### src/rtl/seq_signed_divider_pkg.sv
// Shared definitions for the iterative signed divider: state encodings,
// default operand width and the step-counter width helper.
package seq_signed_divider_pkg;

  localparam int N_DEFAULT = 5;

  typedef enum logic [1:0] {
    IDLE = 2'd0,
    CALC = 2'd1,
    FIN  = 2'd2
  } state_t;

  // Counter must reach 2N-1 and still have headroom for the final increment.
  function automatic int cnt_width(input int n);
    return $clog2(2 * n) + 1;
  endfunction

endpackage

### src/rtl/seq_signed_divider_div_step.sv
// One restoring-division step on magnitudes: shift the partial remainder left,
// bring in the next dividend bit, and keep the trial difference if it is non-negative.
module div_step
  import seq_signed_divider_pkg::*;
#(
  parameter int N = N_DEFAULT
) (
  input  logic [N:0]   rem_in,
  input  logic         dvd_bit,
  input  logic [N-1:0] dvs,
  output logic [N:0]   rem_out,
  output logic         q_bit
);

  logic [N:0]   shifted;
  logic [N+1:0] diff;

  always_comb begin
    shifted = {rem_in[N-1:0], dvd_bit};
    diff    = {1'b0, shifted} - {2'b00, dvs};
    // A bit shifted out of the top means the true value already exceeds the divisor.
    q_bit   = rem_in[N] | ~diff[N+1];
    rem_out = q_bit ? diff[N:0] : shifted;
  end

endmodule

### src/rtl/seq_signed_divider.sv
// Iterative signed divider: 2N-bit dividend / N-bit divisor, one quotient bit per
// clock using restoring division on magnitudes, with start/busy/done handshake.
module seq_signed_divider
  import seq_signed_divider_pkg::*;
#(
  parameter int N = N_DEFAULT
) (
  input  logic           clk,
  input  logic           rst_n,
  input  logic           start,
  input  logic [2*N-1:0] dividend,
  input  logic [N-1:0]   divisor,
  output logic           busy,
  output logic           done,
  output logic [N-1:0]   quotient,
  output logic [N-1:0]   remainder,
  output logic           div_zero,
  output logic           ovf
);

  localparam int             CW        = cnt_width(N);
  localparam logic [CW-1:0]  LAST_STEP = CW'(2 * N - 1);
  localparam logic [2*N-1:0] QMAX_POS  = (2*N)'((1 << (N - 1)) - 1);
  localparam logic [2*N-1:0] QMAX_NEG  = (2*N)'(1 << (N - 1));

  state_t         state_reg;
  logic [2*N-1:0] work_reg;    // dividend magnitude shifting out, quotient shifting in
  logic [N:0]     rem_reg;
  logic [N-1:0]   dvs_reg;
  logic           sign_q_reg;
  logic           sign_r_reg;
  logic           dz_reg;
  logic [CW-1:0]  count_reg;

  logic [2*N-1:0] dvd_abs;
  logic [N-1:0]   dvs_abs;
  logic [N:0]     step_rem;
  logic           step_q;
  logic [N-1:0]   q_signed;
  logic [N-1:0]   r_signed;
  logic           q_ovf;

  always_comb begin
    dvd_abs  = dividend[2*N-1] ? -dividend : dividend;
    dvs_abs  = divisor[N-1] ? -divisor : divisor;
    // Low N bits of a negation depend only on the low N bits of the operand.
    q_signed = sign_q_reg ? -work_reg[N-1:0] : work_reg[N-1:0];
    r_signed = sign_r_reg ? -rem_reg[N-1:0] : rem_reg[N-1:0];
    q_ovf    = sign_q_reg ? (work_reg > QMAX_NEG) : (work_reg > QMAX_POS);
  end

  div_step #(
    .N(N)
  ) u_step (
    .rem_in (rem_reg),
    .dvd_bit(work_reg[2*N-1]),
    .dvs    (dvs_reg),
    .rem_out(step_rem),
    .q_bit  (step_q)
  );

  always_ff @(posedge clk or negedge rst_n) begin
    if (!rst_n) begin
      state_reg  <= IDLE;
      work_reg   <= '0;
      rem_reg    <= '0;
      dvs_reg    <= '0;
      sign_q_reg <= 1'b0;
      sign_r_reg <= 1'b0;
      dz_reg     <= 1'b0;
      count_reg  <= '0;
      busy       <= 1'b0;
      done       <= 1'b0;
      quotient   <= '0;
      remainder  <= '0;
      div_zero   <= 1'b0;
      ovf        <= 1'b0;
    end else begin
      case (state_reg)
        IDLE: begin
          done <= 1'b0;
          if (start) begin
            work_reg   <= dvd_abs;
            dvs_reg    <= dvs_abs;
            rem_reg    <= '0;
            sign_q_reg <= dividend[2*N-1] ^ divisor[N-1];
            sign_r_reg <= dividend[2*N-1];
            dz_reg     <= (divisor == '0);
            count_reg  <= '0;
            busy       <= 1'b1;
            state_reg  <= CALC;
          end
        end
        CALC: begin
          rem_reg   <= step_rem;
          work_reg  <= {work_reg[2*N-2:0], step_q};
          count_reg <= count_reg + 1'b1;
          if (count_reg == LAST_STEP) begin
            state_reg <= FIN;
          end
        end
        FIN: begin
          // A zero divisor still runs the full iteration so latency never varies.
          quotient  <= dz_reg ? '0 : q_signed;
          remainder <= dz_reg ? '0 : r_signed;
          div_zero  <= dz_reg;
          ovf       <= ~dz_reg & q_ovf;
          done      <= 1'b1;
          busy      <= 1'b0;
          state_reg <= IDLE;
        end
        default: begin
          state_reg <= IDLE;
          busy      <= 1'b0;
          done      <= 1'b0;
        end
      endcase
    end
  end

endmodule

### config.mk
export PLATFORM = sky130hd
export DESIGN_NAME = seq_signed_divider
export DESIGN_NICKNAME = d
export VERILOG_FILES = /design/src/rtl/seq_signed_divider_pkg.sv /design/src/rtl/seq_signed_divider_div_step.sv /design/src/rtl/seq_signed_divider.sv
export SDC_FILE = /design/constraint.sdc
export NUM_CORES = 1
export LEC_CHECK = 0
export CAP_MARGIN = 0
export CELL_PAD_IN_SITES_DETAIL_PLACEMENT = 0
export CELL_PAD_IN_SITES_GLOBAL_PLACEMENT = 2
export CORE_UTILIZATION = 34
export DETAILED_ROUTE_END_ITERATION = 7
export PLACE_DENSITY = 0.85
export SLEW_MARGIN = 20
export SYNTH_ARGS = -nofsm -noshare
export SYNTH_HDL_FRONTEND = slang
export SYNTH_SLANG_ARGS = --single-unit
### constraint.sdc
create_clock -name clk -period 2.6 [get_ports clk]
set_input_delay 0.26 -clock clk [delete_from_list [all_inputs] [get_ports clk]]
set_output_delay 0.26 -clock clk [all_outputs]
set_load 0.02 [all_outputs]
=== Word-level counts from Yosys, hierarchy flattened ===
Cells that the tools add are included.

* Register bits after elaboration: 45
* Output and inout port bits: 14

* Add/sub/neg operators: 6
* $lt $le $gt $ge: 2
* Eq/ne operators: 5
* Mux-type cells: 20
* Bitwise logic cells: 6
* Reduce and logical (&&, ||, !) cells: 7

{| class="wikitable"
|+ Operator list
! kind !! number
|-
| two-way mux 5 bit || 6
|-
| two-way mux 10 bit || 2
|-
| one-hot mux 10 bit (2 select lines) || 1
|-
| negation 5 bit || 3
|-
| two-way mux 6 bit || 2
|-
| one-hot mux 6 bit (2 select lines) || 1
|-
| > comparator 10 x 4 -> 1 bit (second input constant) || 1
|-
| > comparator 10 x 5 -> 1 bit (second input constant) || 1
|-
| negation 10 bit || 1
|-
| one-hot mux 5 bit (2 select lines) || 1
|-
| AND reduction 2 bit || 4
|-
| subtractor 6 x 5 -> 7 bit || 1
|-
| adder 5 x 1 -> 5 bit (second input constant) || 1
|-
| equality test 5 x 4 -> 1 bit (second input constant) || 1
|-
| zero test 5 bit || 1
|-
| two-way mux 2 bit || 2
|-
| inequality test 2 bit (second input constant) || 2
|-
| one-hot mux 1 bit (2 select lines) || 2
|-
| one-hot mux 2 bit (2 select lines) || 1
|-
| NOT 1 bit || 3
|-
| equality test 2 x 1 -> 1 bit (second input constant) || 1
|-
| equality test 2 bit (second input constant) || 1
|-
| zero test 2 bit || 1
|-
| two-way mux 1 bit || 2
|-
| 4 further kinds || 4
|}

=== Longest topological paths before layout ===
* Word-level depth: 5
* Depth in mapped cells: 8

=== Modules after synthesis ===
Synthesis repeated with hierarchy kept, for this count alone.

* Cell total of the unflattened synthesis: 257
* Area, all modules: 2,506.2 µm²

{| class="wikitable"
|+ By module, submodules not included
! module !! instances !! cells an instance !! area an instance (µm²) !! sequential area each (µm²)
|-
| seq_signed_divider || 1 || 218 || 2,210.9 || 1,126.1
|-
| div_step || 1 || 39 || 295.3 || 0.0
|}

=== Worst setup path before layout ===
Ideal clock, no wire load.

* Kind: register -> register
* Start point: register work_reg[9]
* End point: register rem_reg[0]
* Library setup time: 0.126 ns
* Data arrival time: 1.857 ns
* Slack: 0.617 ns
* Stages on the path, launching flop included: 9
* Path buffers: 0
* Path through: dfrtp_1 -> inv_1 -> ha_1 -> inv_1 -> fa_1 -> a211oi_1 -> o21a_1 -> nor3_1 -> a221o_1

* Word-level cells in the longest chain between the ends: 5

{| class="wikitable"
|+ Ends and longest elaborated chain
! item !! line !! source
|-
| start, declared || seq_signed_divider.sv:27 || <nowiki>logic [2*N-1:0] work_reg;</nowiki>
|-
| start signal, assigned || seq_signed_divider.sv:83 || <nowiki>work_reg <= dvd_abs;</nowiki>
|-
| start signal, assigned || seq_signed_divider.sv:96 || <nowiki>work_reg <= {work_reg[2*N-2:0], step_q};</nowiki>
|-
| subtractor 6 x 5 -> 7 bit || seq_signed_divider_div_step.sv:20 || <nowiki>diff = {1'b0, shifted} - {2'b00, dvs};</nowiki>
|-
| NOT 1 bit || seq_signed_divider_div_step.sv:22 || <nowiki>q_bit = rem_in[N] | ~diff[N+1];</nowiki>
|-
| bitwise OR 1 bit || seq_signed_divider_div_step.sv:22 ||
|-
| two-way mux 6 bit (*) || seq_signed_divider_div_step.sv:23 || <nowiki>rem_out = q_bit ? diff[N:0] : shifted;</nowiki>
|-
| one-hot mux 6 bit (2 select lines) (*) || seq_signed_divider.sv:79 || <nowiki>case (state_reg)</nowiki>
|-
| end signal, assigned || seq_signed_divider.sv:95 || <nowiki>rem_reg <= step_rem;</nowiki>
|-
| end, declared || seq_signed_divider.sv:28 || <nowiki>logic [N:0] rem_reg;</nowiki>
|}

Mark *: on every way between the ends. The rest lies on a longest branch, timed or not.
A chain may end at the register's enable or synchronous reset.

=== Worst setup path after layout ===
* Start point: register work_reg[9]
* End point: register rem_reg[2]

* Word-level cells in the longest chain between the ends: 5

{| class="wikitable"
|+ Ends and longest elaborated chain
! item !! line
|-
| subtractor 6 x 5 -> 7 bit (*) || seq_signed_divider_div_step.sv:20
|-
| NOT 1 bit || seq_signed_divider_div_step.sv:22
|-
| bitwise OR 1 bit || seq_signed_divider_div_step.sv:22
|-
| two-way mux 6 bit (*) || seq_signed_divider_div_step.sv:23
|-
| one-hot mux 6 bit (2 select lines) (*) || seq_signed_divider.sv:79
|}

Marked as above.

==> results.py <==
metrics = {
    "grt": {
        "antenna_found_initial": 0,
        "grt_pass1_wl_mm": 9.07,
        "grt_overflow": 0,
        "track_usage_pct": 15.1,
        "grt_start_max_net_pins": 46,
        "grt_pass1_vias": 1860,
    },
    "setup_path": {
        "path_class": "register to register",
        "critPathTopFamily": "compound AO/OA/AOI/OAI gates",
        "worst_path_max_delay_cell": "fa_1",
        "timing.rr.start": "work_reg[9]",
        "worst-path-max-fanout": 5,
        "crit_required_ns": 2.78,
        "cp-end-kind": "register",
        "r2r-end": "rem_reg[2]",
        "r2r_slack_ns": 0.41,
        "cp_common_cell": "inv_1",
        "start_kind": "register",
        "crit_chain": "inv_1 > ha_1 > inv_1 > fa_1 > a211oi_1 > o21ai_0 > o311ai_0",
        "cpPeakStageDelay_ns": 0.41,
        "arrival_ns": 2.36,
        "reg2reg_depth": 7,
        "path_buf_inv": 2,
    },
    "finish": {
        "drive_above_1_share_pct": 6.12,
        "nFillCells": 712,
        "diodes": 0,
        "design_area_um2": 3010,
        "fin_nets": 324,
        "syn2layout_area_growth_pct": 20.6,
        "largest_register_ffs": 10,
    },
    "worst_hold_path": {
        "hold_path_end": "remainder[4]",
        "hp-class": "register to register",
        "hold_path_depth": 2,
        "hp-start": "remainder[4]",
    },
    "yosys": {
        "yosysSeqAreaShare_pct": 45.0,
        "syn_avg_cell_area_um2": 9.51,
        "synth.cell_area_um2": 2500,
        "syn_inst": 263,
        "async_flop_share_pct": 100,
        "ys_warn_count": 0,
        "synth_seq_cells": 45,
        "syn-num-nets": 293,
        "synth_cell_types": 43,
        "synth-edff-count": 0,
        "synth_ff_type": "dfrtp_1",
    },
    "sta": {
        "drv_slew": 0,
        "relSlewSlack_pct": 62.5,
        "finalCritPeriodShare_pct": 84.0,
        "min_period_ns": 2.19,
        "rsz0062_at_grt": "no",
        "setup_viol": 0,
        "fin_skew_ns": 0.00940,
        "fmax_mhz": 458,
        "worst_pin_slew_ns": 0.563,
        "finalSetupTns_ns": 0,
        "hold_viol_final": 0,
    },
    "detailed_routing": {
        "drt_pass1_iterations": 4,
        "via_per_inst": 5.03,
        "wire_per_inst_um": 13.6,
        "first_iter_violations": 101,
        "vias": 1961,
        "postRouteAntennaNets": 0,
        "drc_errors": 0,
        "wl_mm": 5.32,
    },
    "power": {
        "ir_worst_vdd_v": 0.000447,
        "finalPower_mw": 3.44,
        "power_density_nw_per_um2": 1140,
        "power.leakage_nw": 1.29,
        "seqPwrFrac_pct": 38.1,
        "switching_share_pct": 41.5,
        "intPower_mw": 2.01,
        "p_clk_share_pct": 12.9,
        "p_sw_mw": 1.43,
        "comb_power_share_pct": 49.0,
    },
    "clocking": {
        "cts.sinks": 45,
        "clockRootBuffer": "clkbuf_8",
        "htree_levels": 2,
        "cts_resized": 0,
        "clock_latency_ns": 0.29,
        "clockBufferDepth": 2,
        "clk_pin_slew_ns": 0.08,
        "tritoncts": "built",
        "cts_buffers": 5,
    },
    "placed_design": {
        "placed_cell_area_um2": 2910,
        "port_buffers": 31,
        "gp_congestion": 0.777,
        "dpl.hpwl_mm": 4.03,
    },
    "floorplanning": {
        "start_util_pct": 36.0,
        "num_rows": 30,
        "die_y_um": 87.7,
        "core_um2": 6940,
        "die_w_um": 87.7,
        "floorplan.die_area_um2": 7700,
        "ios": 32,
    },
    "status": {
        "status": "complete, no violations",
    },
    "flow_run": {
        "max_cap_violations": 0,
    },
}
how the worst max path moves through the flow:
stage                      from         end  slack (ns)  cells past startpoint
global placement    work_reg[9]  rem_reg[0]        0.48                      8
floorplan           work_reg[9]  rem_reg[0]        0.62                      8
finish              work_reg[9]  rem_reg[2]        0.41                      7
detailed placement  work_reg[9]  rem_reg[2]        0.43                      7
global route        work_reg[9]  rem_reg[2]        0.22                      7
CTS                 work_reg[9]  rem_reg[2]        0.39                      7
through the flow:
| step | setup WS [ns] | hold slack [ns] | std cells | util [%] |
|---|---|---|---|---|
| detailed placement | 0.428 | 0.467 | 382 | 41.9 |
| finish | 0.415 | 0.478 | 390 | 43.4 |
| CTS | 0.393 | 0.167 | 389 | 43.2 |
| floorplan | 0.617 | -0.0356 | 263 | - |
| global route | 0.221 | 0.511 | 390 | 43.4 |
| global placement | 0.477 | 0.459 | 382 | 41.9 |
cells in the mapped netlist, drive strengths merged (2+ instances only):
| cell | instances | area share (%) |
|---|---|---|
| clkbuf | 11 | 1.7 |
| a22o | 2 | 0.70 |
| mux2 | 2 | 0.90 |
| dfrtp | 45 | 45 |
| nand4 | 3 | 0.75 |
| nand3 | 6 | 1.2 |
| a21o | 2 | 0.60 |
| o221ai | 3 | 1.1 |
| ha | 11 | 5.5 |
| or4 | 4 | 1.4 |
| a21boi | 2 | 0.60 |
| xor2 | 7 | 2.5 |
| nand2b | 3 | 0.75 |
| o21ai | 31 | 6.2 |
| nor2 | 9 | 1.4 |
| mux2i | 4 | 1.6 |
| a211oi | 2 | 0.60 |
| a22oi | 7 | 2.1 |
| o41ai | 2 | 1.3 |
| a21oi | 5 | 1.0 |
| a32oi | 2 | 0.70 |
| nand2 | 35 | 5.3 |
| nor2b | 5 | 1.3 |
| nor3 | 4 | 0.80 |
| o31ai | 11 | 3.3 |
| inv | 19 | 2.9 |
| o311ai | 2 | 0.70 |
| buf | 2 | 0.40 |
| xnor2 | 10 | 3.5 |
what timing repair did:
item                                    4_1_cts  5_1_grt
hold endpoints to repair                      0        3
hold buffers                                  0        1
endpoints found under the setup margin        0        0
setup buffers                                 0        0
final cells by class:
type / count / area (µm²) / area share [%]
multi-input combinational: 186 / 1250 / 41.5
sequential: 45 / 1130 / 37.4
timing repair buffer: 37 / 355 / 11.8
tap: 96 / 120 / 3.99
clock buffer: 6 / 82.6 / 2.74
inverter: 19 / 71.3 / 2.37
clock inverter: 1 / 7.51 / 0.249
cell usage in the layout, fill, tap and decap left out, types with 3 or more instances in the layout:
master            n
a21oi_1           5
a22oi_1           7
buf_4             6
clkbuf_8          6
clkdlybuf4s50_1  30
dfrtp_1          45
ha_1             11
inv_1            19
mux2i_1           4
nand2_1          35
nand2b_1          3
nand3_1           6
nand4_1           3
nor2_1            9
nor2b_1           5
nor3_1            4
o21ai_0          28
o21ai_1           3
o221ai_1          3
o31ai_1          11
or4_1             3
xnor2_1          10
xor2_1            7
cells by family after synthesis:
kind of cell	share of synthesized area, %
muxes	2.50
xor gates and xnor gates	5.96
and+or+nand+nor	14.7
buffers and inverters	4.91
adders and majority gates	6.31
DFF	45.0
AOI/OAI and AO/OA	20.6
worst min-delay path, delay by kind of cell (launching register included):
family / cells / cell delay (ns)
flip-flops: 1 / 0.35
AND/OR/NAND/NOR: 1 / 0.05
AO/OA/AOI/OAI: 1 / 0.05
per-layer routing:
layer	vias to the layer above	track usage [%]	wire (µm)
met2	27	23.0	2340
met4	0	4.02	38
met3	5	2.83	142
met5	-	0	0
li1	1000	-	-
met1	929	21.9	2800
power groups by stage:
stage                     clock, mW  sequential (mW)  combinational (mW)
after floorplan                   0             1.30                1.20
after CTS                     0.465             1.31                1.71
after detailed placement          0             1.33                1.70
after global routing          0.498             1.36                1.91
after global placement            0             1.32                1.69
final                         0.445             1.31                1.69
No activity file was read; power rests on OpenSTA's default activity.
